==> src/rtl/rob_complete_arb_pkg.sv <==
// rtl/rob_complete_arb_pkg.sv - shared types for the ROB completion arbiter
//
// Purpose: completion/nuke packet layouts, ROB id width and arbiter sizing.
// Ports: none (package).
package rob_complete_arb_pkg;

    localparam int RB_CMPL_NUM_REQ = 3;
    localparam int RB_CMPL_Q_DEPTH = 2;

    // 16-entry ROB plus one wrap bit, so 0x10 and 0x00 are different ids.
    localparam int ROB_ID_W = 5;

    typedef logic [$clog2(RB_CMPL_NUM_REQ)-1:0] t_cmpl_req_id;
    typedef logic [ROB_ID_W-1:0]                t_rob_id;

    typedef struct packed {
        logic       valid;
        t_rob_id    robid;
        logic       exception;
        logic [3:0] status;
    } t_rob_complete_pkt;

    typedef struct packed {
        logic    valid;
        t_rob_id robid;
    } t_nuke_pkt;

endpackage

==> src/rtl/rob_cmpl_q.sv <==
// rtl/rob_cmpl_q.sv - per-requester completion FIFO
//
// Purpose: DEPTH-entry FIFO of completion packets; flush beats push/pop.
// Ports:
//   clk         clock
//   flush       empty the queue (reset or nuke)
//   push        enqueue push_pkt
//   push_pkt    packet to enqueue
//   pop         dequeue the head
//   head        oldest queued packet (valid only when count != 0)
//   count       number of queued packets
//   slot_robid  robid held in each storage slot
//   slot_used   slot currently holds a queued packet
module rob_cmpl_q
    import rob_complete_arb_pkg::*;
#(
    parameter int DEPTH = 2
) (
    input  logic                         clk,
    input  logic                         flush,
    input  logic                         push,
    input  t_rob_complete_pkt            push_pkt,
    input  logic                         pop,
    output t_rob_complete_pkt            head,
    output logic [$clog2(DEPTH):0]       count,
    output t_rob_id [DEPTH-1:0]          slot_robid,
    output logic [DEPTH-1:0]             slot_used
);

    localparam int PW = $clog2(DEPTH);
    localparam int CW = PW + 1;

    t_rob_complete_pkt mem [DEPTH];
    logic [PW-1:0]     rd_ptr;
    logic [PW-1:0]     wr_ptr;
    logic [CW-1:0]     count_q;

    always_ff @(posedge clk) begin
        if (flush) begin
            rd_ptr  <= '0;
            wr_ptr  <= '0;
            count_q <= '0;
        end else begin
            if (push) begin
                mem[wr_ptr] <= push_pkt;
                wr_ptr      <= wr_ptr + 1'b1;
            end
            if (pop) begin
                rd_ptr <= rd_ptr + 1'b1;
            end
            case ({push, pop})
                2'b10:   count_q <= count_q + 1'b1;
                2'b01:   count_q <= count_q - 1'b1;
                default: count_q <= count_q;
            endcase
        end
    end

    assign head  = mem[rd_ptr];
    assign count = count_q;

    // A slot is live when its distance from the read pointer is below count;
    // pointer arithmetic wraps naturally because DEPTH is a power of two.
    always_comb begin
        for (int j = 0; j < DEPTH; j++) begin
            logic [PW-1:0] offset;
            offset        = PW'(j) - rd_ptr;
            slot_robid[j] = mem[j].robid;
            slot_used[j]  = ({1'b0, offset} < count_q);
        end
    end

    a_no_push_full: assert property (@(posedge clk) disable iff (flush)
        push |-> (count_q < CW'(DEPTH)));
    a_no_pop_empty: assert property (@(posedge clk) disable iff (flush)
        pop |-> (count_q != '0));

endmodule

==> src/rtl/rob_complete_arb.sv <==
// rtl/rob_complete_arb.sv - arbitrates requester completions onto the ROB port
//
// Purpose: one completion per cycle onto complete_rb0; the queue whose head
// matches oldest_robid wins, otherwise round-robin from rr_ptr. Nuke drops all.
// Ports:
//   clk, reset     clock, synchronous active-high reset
//   req_valid[i]   requester i offers req_pkt[i]
//   req_pkt[i]     completion packet from requester i
//   req_ready[i]   queue i can accept this cycle
//   oldest_robid   ROB head id
//   nuke_rb1       flush request (.valid only)
//   complete_rb0   granted packet, .valid qualifies
//   arb_busy       any queue non-empty
module rob_complete_arb
    import rob_complete_arb_pkg::*;
#(
    parameter int NUM_REQ = RB_CMPL_NUM_REQ,
    parameter int Q_DEPTH = RB_CMPL_Q_DEPTH
) (
    input  logic                               clk,
    input  logic                               reset,
    input  logic [NUM_REQ-1:0]                 req_valid,
    input  t_rob_complete_pkt [NUM_REQ-1:0]    req_pkt,
    output logic [NUM_REQ-1:0]                 req_ready,
    input  t_rob_id                            oldest_robid,
    input  t_nuke_pkt                          nuke_rb1,
    output t_rob_complete_pkt                  complete_rb0,
    output logic                               arb_busy
);

    localparam int IDW = $clog2(NUM_REQ);
    localparam int CW  = $clog2(Q_DEPTH) + 1;

    logic                        flush;
    logic [NUM_REQ-1:0]          push;
    logic [NUM_REQ-1:0]          pop;
    logic [NUM_REQ-1:0]          nonempty;
    logic [NUM_REQ-1:0]          match;
    t_rob_complete_pkt           head [NUM_REQ];
    logic [CW-1:0]               count [NUM_REQ];
    t_rob_id [Q_DEPTH-1:0]       slot_robid [NUM_REQ];
    logic [Q_DEPTH-1:0]          slot_used [NUM_REQ];

    logic [IDW-1:0]              rr_ptr;
    logic [IDW-1:0]              grant_id;
    logic                        grant_vld;
    logic                        found;
    int                          rr_idx;
    t_rob_complete_pkt           head_sel;
    logic                        dup_robid;

    assign flush = reset | nuke_rb1.valid;

    for (genvar i = 0; i < NUM_REQ; i++) begin : g_q
        // Readiness looks at state only: a pop this cycle does not open a slot.
        assign req_ready[i] = ~reset & (count[i] < CW'(Q_DEPTH));
        assign push[i]      = req_valid[i] & req_ready[i] & ~nuke_rb1.valid;
        assign nonempty[i]  = (count[i] != '0);
        assign match[i]     = nonempty[i] & (head[i].robid == oldest_robid);
        assign pop[i]       = grant_vld & (grant_id == IDW'(i));

        rob_cmpl_q #(
            .DEPTH(Q_DEPTH)
        ) u_q (
            .clk        (clk),
            .flush      (flush),
            .push       (push[i]),
            .push_pkt   (req_pkt[i]),
            .pop        (pop[i]),
            .head       (head[i]),
            .count      (count[i]),
            .slot_robid (slot_robid[i]),
            .slot_used  (slot_used[i])
        );
    end

    // Oldest-match first (lowest index), else first non-empty queue at or
    // after rr_ptr, wrapping modulo NUM_REQ.
    always_comb begin
        grant_id = '0;
        found    = 1'b0;
        rr_idx   = 0;
        for (int i = 0; i < NUM_REQ; i++) begin
            if (!found && match[i]) begin
                grant_id = IDW'(i);
                found    = 1'b1;
            end
        end
        for (int k = 0; k < NUM_REQ; k++) begin
            rr_idx = int'(rr_ptr) + k;
            if (rr_idx >= NUM_REQ) begin
                rr_idx = rr_idx - NUM_REQ;
            end
            if (!found && nonempty[IDW'(rr_idx)]) begin
                grant_id = IDW'(rr_idx);
                found    = 1'b1;
            end
        end
    end

    assign grant_vld = (|nonempty) & ~nuke_rb1.valid & ~reset;
    assign arb_busy  = |nonempty;

    always_comb begin
        head_sel           = head[grant_id];
        complete_rb0       = head_sel;
        complete_rb0.valid = grant_vld;
    end

    always_ff @(posedge clk) begin
        if (reset) begin
            rr_ptr <= '0;
        end else if (grant_vld) begin
            rr_ptr <= (grant_id == IDW'(NUM_REQ - 1)) ? '0 : grant_id + 1'b1;
        end
    end

    // Nuke robid and the stored valid bit carry no meaning here.
    logic unused_fields;
    assign unused_fields = ^{nuke_rb1.robid, head_sel.valid};

    always_comb begin
        dup_robid = 1'b0;
        for (int i = 0; i < NUM_REQ; i++) begin
            for (int a = 0; a < Q_DEPTH; a++) begin
                for (int j = 0; j < NUM_REQ; j++) begin
                    for (int b = 0; b < Q_DEPTH; b++) begin
                        if (((i * Q_DEPTH + a) < (j * Q_DEPTH + b)) &&
                            slot_used[i][a] && slot_used[j][b] &&
                            (slot_robid[i][a] == slot_robid[j][b])) begin
                            dup_robid = 1'b1;
                        end
                    end
                end
            end
        end
    end

    a_one_grant: assert property (@(posedge clk) disable iff (reset)
        $onehot0(pop));
    a_valid_pops: assert property (@(posedge clk) disable iff (reset)
        complete_rb0.valid |-> (|pop));
    a_unique_robid: assert property (@(posedge clk) disable iff (reset)
        !dup_robid);

endmodule
==> config.mk <==
export PLATFORM = sky130hd
export DESIGN_NAME = rob_complete_arb
export DESIGN_NICKNAME = d
export VERILOG_FILES = /design/src/rtl/rob_complete_arb_pkg.sv /design/src/rtl/rob_cmpl_q.sv /design/src/rtl/rob_complete_arb.sv
export SDC_FILE = /design/constraint.sdc
export NUM_CORES = 1
export LEC_CHECK = 0
export CAP_MARGIN = 30
export CORE_MARGIN = 2
export CORE_UTILIZATION = 45
export CTS_BUF_LIST = sky130_fd_sc_hd__clkbuf_16
export DETAILED_ROUTE_END_ITERATION = 8
export GPL_TIMING_DRIVEN = 0
export HOLD_SLACK_MARGIN = 0.05
export PLACE_DENSITY = 0.69
export SYNTH_ARGS = -nofsm -noshare
export SYNTH_HDL_FRONTEND = slang
export SYNTH_HIERARCHICAL = 1
export SYNTH_SLANG_ARGS = --single-unit
==> constraint.sdc <==
create_clock -name clk -period 3 [get_ports clk]
set_clock_uncertainty 0.1 [all_clocks]
set_input_delay 0.3 -clock clk [delete_from_list [all_inputs] [get_ports clk]]
set_output_delay 0.3 -clock clk [all_outputs]
set_load 0.01 [all_outputs]
==> results of run 1 <==
## worst register-to-register path: stages, from the launching register on
cell	delay, ns
dfxtp_2	0.34
buf_6	0.13
mux2_2	0.37
xnor2_2	0.14
nand2_2	0.13
nor3_4	0.06
o41ai_4	0.38
buf_4	0.19
and2_4	0.15
buf_8	0.13
nor2_2	0.07
ha_4	0.16
xnor2_1	0.14
or3_1	0.34
a21oi_2	0.12
## cell type report
cell class / instances / area, sq um
plain buffers: 6 / 67.56
clock inverters: 6 / 111.4
fillers: 511 / 2489
well taps: 99 / 123.9
repair buffers: 75 / 695.7
multi-input cells: 145 / 1405
flip-flops and latches: 77 / 2146
inverters: 18 / 67.56
clock buffers: 9 / 225.2
## layer usage
metal  up-vias  routed length, um  global-route usage, %
met4         0                 63                  5.682
met1      1030               3027                  21.72
met2        55               3697                  30.68
li1       1078                  -                      -
met3         6                373                  4.896
met5         -                  0                      0
## registers in the layout, indices dropped and copies added (netlist names), named ones only
register,cells
g_q.u_q/mem,60
g_q.u_q/rd_ptr,3
rr_ptr,2
g_q.u_q/wr_ptr,3
g_q.u_q/count,6
## where the power goes
| group | internal [mW] | total, mW | switching [mW] |
|---|---|---|---|
| registers | 1.16 | 1.16 | 0.00446 |
| logic | 0.112 | 0.196 | 0.0845 |
| clock network | 0.808 | 1.21 | 0.405 |
| total | 2.08 | 2.57 | 0.494 |
## stage by stage
stage | area, sq um | util, % | hold slack, ns
after floorplan | 3428 | - | 0.2691
after global placement | 4103 | 55.97 | 0.3663
after detailed placement | 4148 | 56.58 | 0.3730
after CTS | 4716 | 64.33 | 0.4115
after global routing | 4842 | 66.05 | 0.4413
final | 4842 | 66.05 | 0.4132
## final timing paths
check / endpoint / slack [ns]
max: complete_rb0[6] / -0.16
min reg2reg: rr_ptr[1]$_SDFFE_PP0P_ / 0.41
min: rr_ptr[1]$_SDFFE_PP0P_ / 0.41
max reg2reg: g_q[0].u_q/count[1]$_SDFFE_PP0P_ / -0.02
## repair_timing
item / CTS / global route
setup endpoints to repair: 50 / 69
pin swaps: 16 / 11
gates resized for setup: 76 / 16
buffers inserted: 14 / 4
==> results.json, run 1 <==
{
  "cts_buffers": 9,
  "path_cells": "buf_6, mux2_4, xnor2_2, nand3_2, nor3_4, o41ai_4, buf_4, and2_4, buf_8, a221o_1, buf_2",
  "area_growth_pct": 41.24,
  "hold_viol_final": 0,
  "ir_drop_mv": 0.2811,
  "initial_core_util_pct": 46.77,
  "timing.final.ws_setup_ns": -0.1552,
  "hold_depth": 2,
  "grt_pass1_vias": 2292,
  "ant_nets": 0,
  "synth_area_sq_mm": 0.003428,
  "ctsHoldBuffers": 0,
  "power_mw": 2.571,
  "cts_tree": "built",
  "grt-ovfl-total": 0,
  "cellLeakagePower_nw": 1.771,
  "portBuffers": 55,
  "status": "finished with violations",
  "maxSlewHeadroom_pct": 46.87,
  "finalSetupTns_ns": -1.385,
  "cp.required_ns": 2.60,
  "drt_iter0_drc": 110,
  "cpLargestDelayFamily": "buffers and inverters",
  "die_area_sq_mm": 0.008333,
  "row_count": 31,
  "cp.depth": 11,
  "synthCells": 247,
  "die_h_um": 91.29,
  "place_inst": 403,
  "cp_data_arrival_time_ns": 2.76,
  "clockBufferDepth": 2,
  "antenna_found_initial": 0,
  "clock_latency_ns": 0.33,
  "tightest_slew_ns": 0.7927,
  "hp-class": "flip-flop to flip-flop",
  "h-tree-depth": 3,
  "min_period_ns": 3.155,
  "critPathKind": "flip-flop to output pin",
  "cts_root_buf": "clkbuf_16",
  "vias_per_cell": 4.986,
  "drv_cap": 0,
  "drcViolationCount": 0,
  "grt_max_degree": 15,
  "layout.cells.non_filler": 435,
  "maxSlewViolCount": 0,
  "drive_gt1_share_pct": 35.71,
  "io_pins": 64,
  "wl_per_cell_um": 16.46,
  "fp.dieW_um": 91.29,
  "start_kind": "flip-flop",
  "final_common_cell": "edfxtp_1",
  "grt_pass1_wl_mm": 11.23,
  "cp_max_fo": 10,
  "crit_path_end_kind": "output pin",
  "finalNetCount": 386,
  "drt_pre_antenna_iters": 4,
  "layout_common_cells": "60 x edfxtp_1, 45 x clkdlybuf4s50_1, 29 x nor2_1",
  "dr_total_vias": 2169,
  "violations": "setup timing",
  "cts.sinks": 77,
  "post-route-period-util_pct": 105.2,
  "gr-usage-all-layers_pct": 17.82,
  "p_per_area_mw_per_mm2": 531.0,
  "clk_pin_slew_ns": 0.06,
  "rsz0062_at_grt": "yes",
  "yosysWarnings": 6,
  "post-dp-hpwl_mm": 4.631,
  "wl_mm": 7.161,
  "fmax_ghz": 0.3169,
  "reg2reg_depth": 14,
  "coreArea_sq_mm": 0.007331,
  "gp_congestion": 0.7672,
  "cp_slowest_cell": "dfxtp_2",
  "pre_cts_ws_ns": -0.5614,
  "min-delay-start": "rr_ptr[1]$_SDFFE_PP0P_",
  "n_antenna_cell": 0,
  "cpPeakStageDelay_ns": 0.34,
  "postSynthAreaPerCell_sq_um": 13.88,
  "setup_viol": 11,
  "cp.buffers_inverters": 4,
  "syn_nets": 301
}
(Power assumes the default switching activity.)
==> run 2: changes to the inputs <==
Settings changed: CTS_CLUSTER_DIAMETER set to 100, GPL_ROUTABILITY_DRIVEN set to 0.
==> results of run 2 <==
The final DEF is identical to that of run 1; final timing and power are the same.
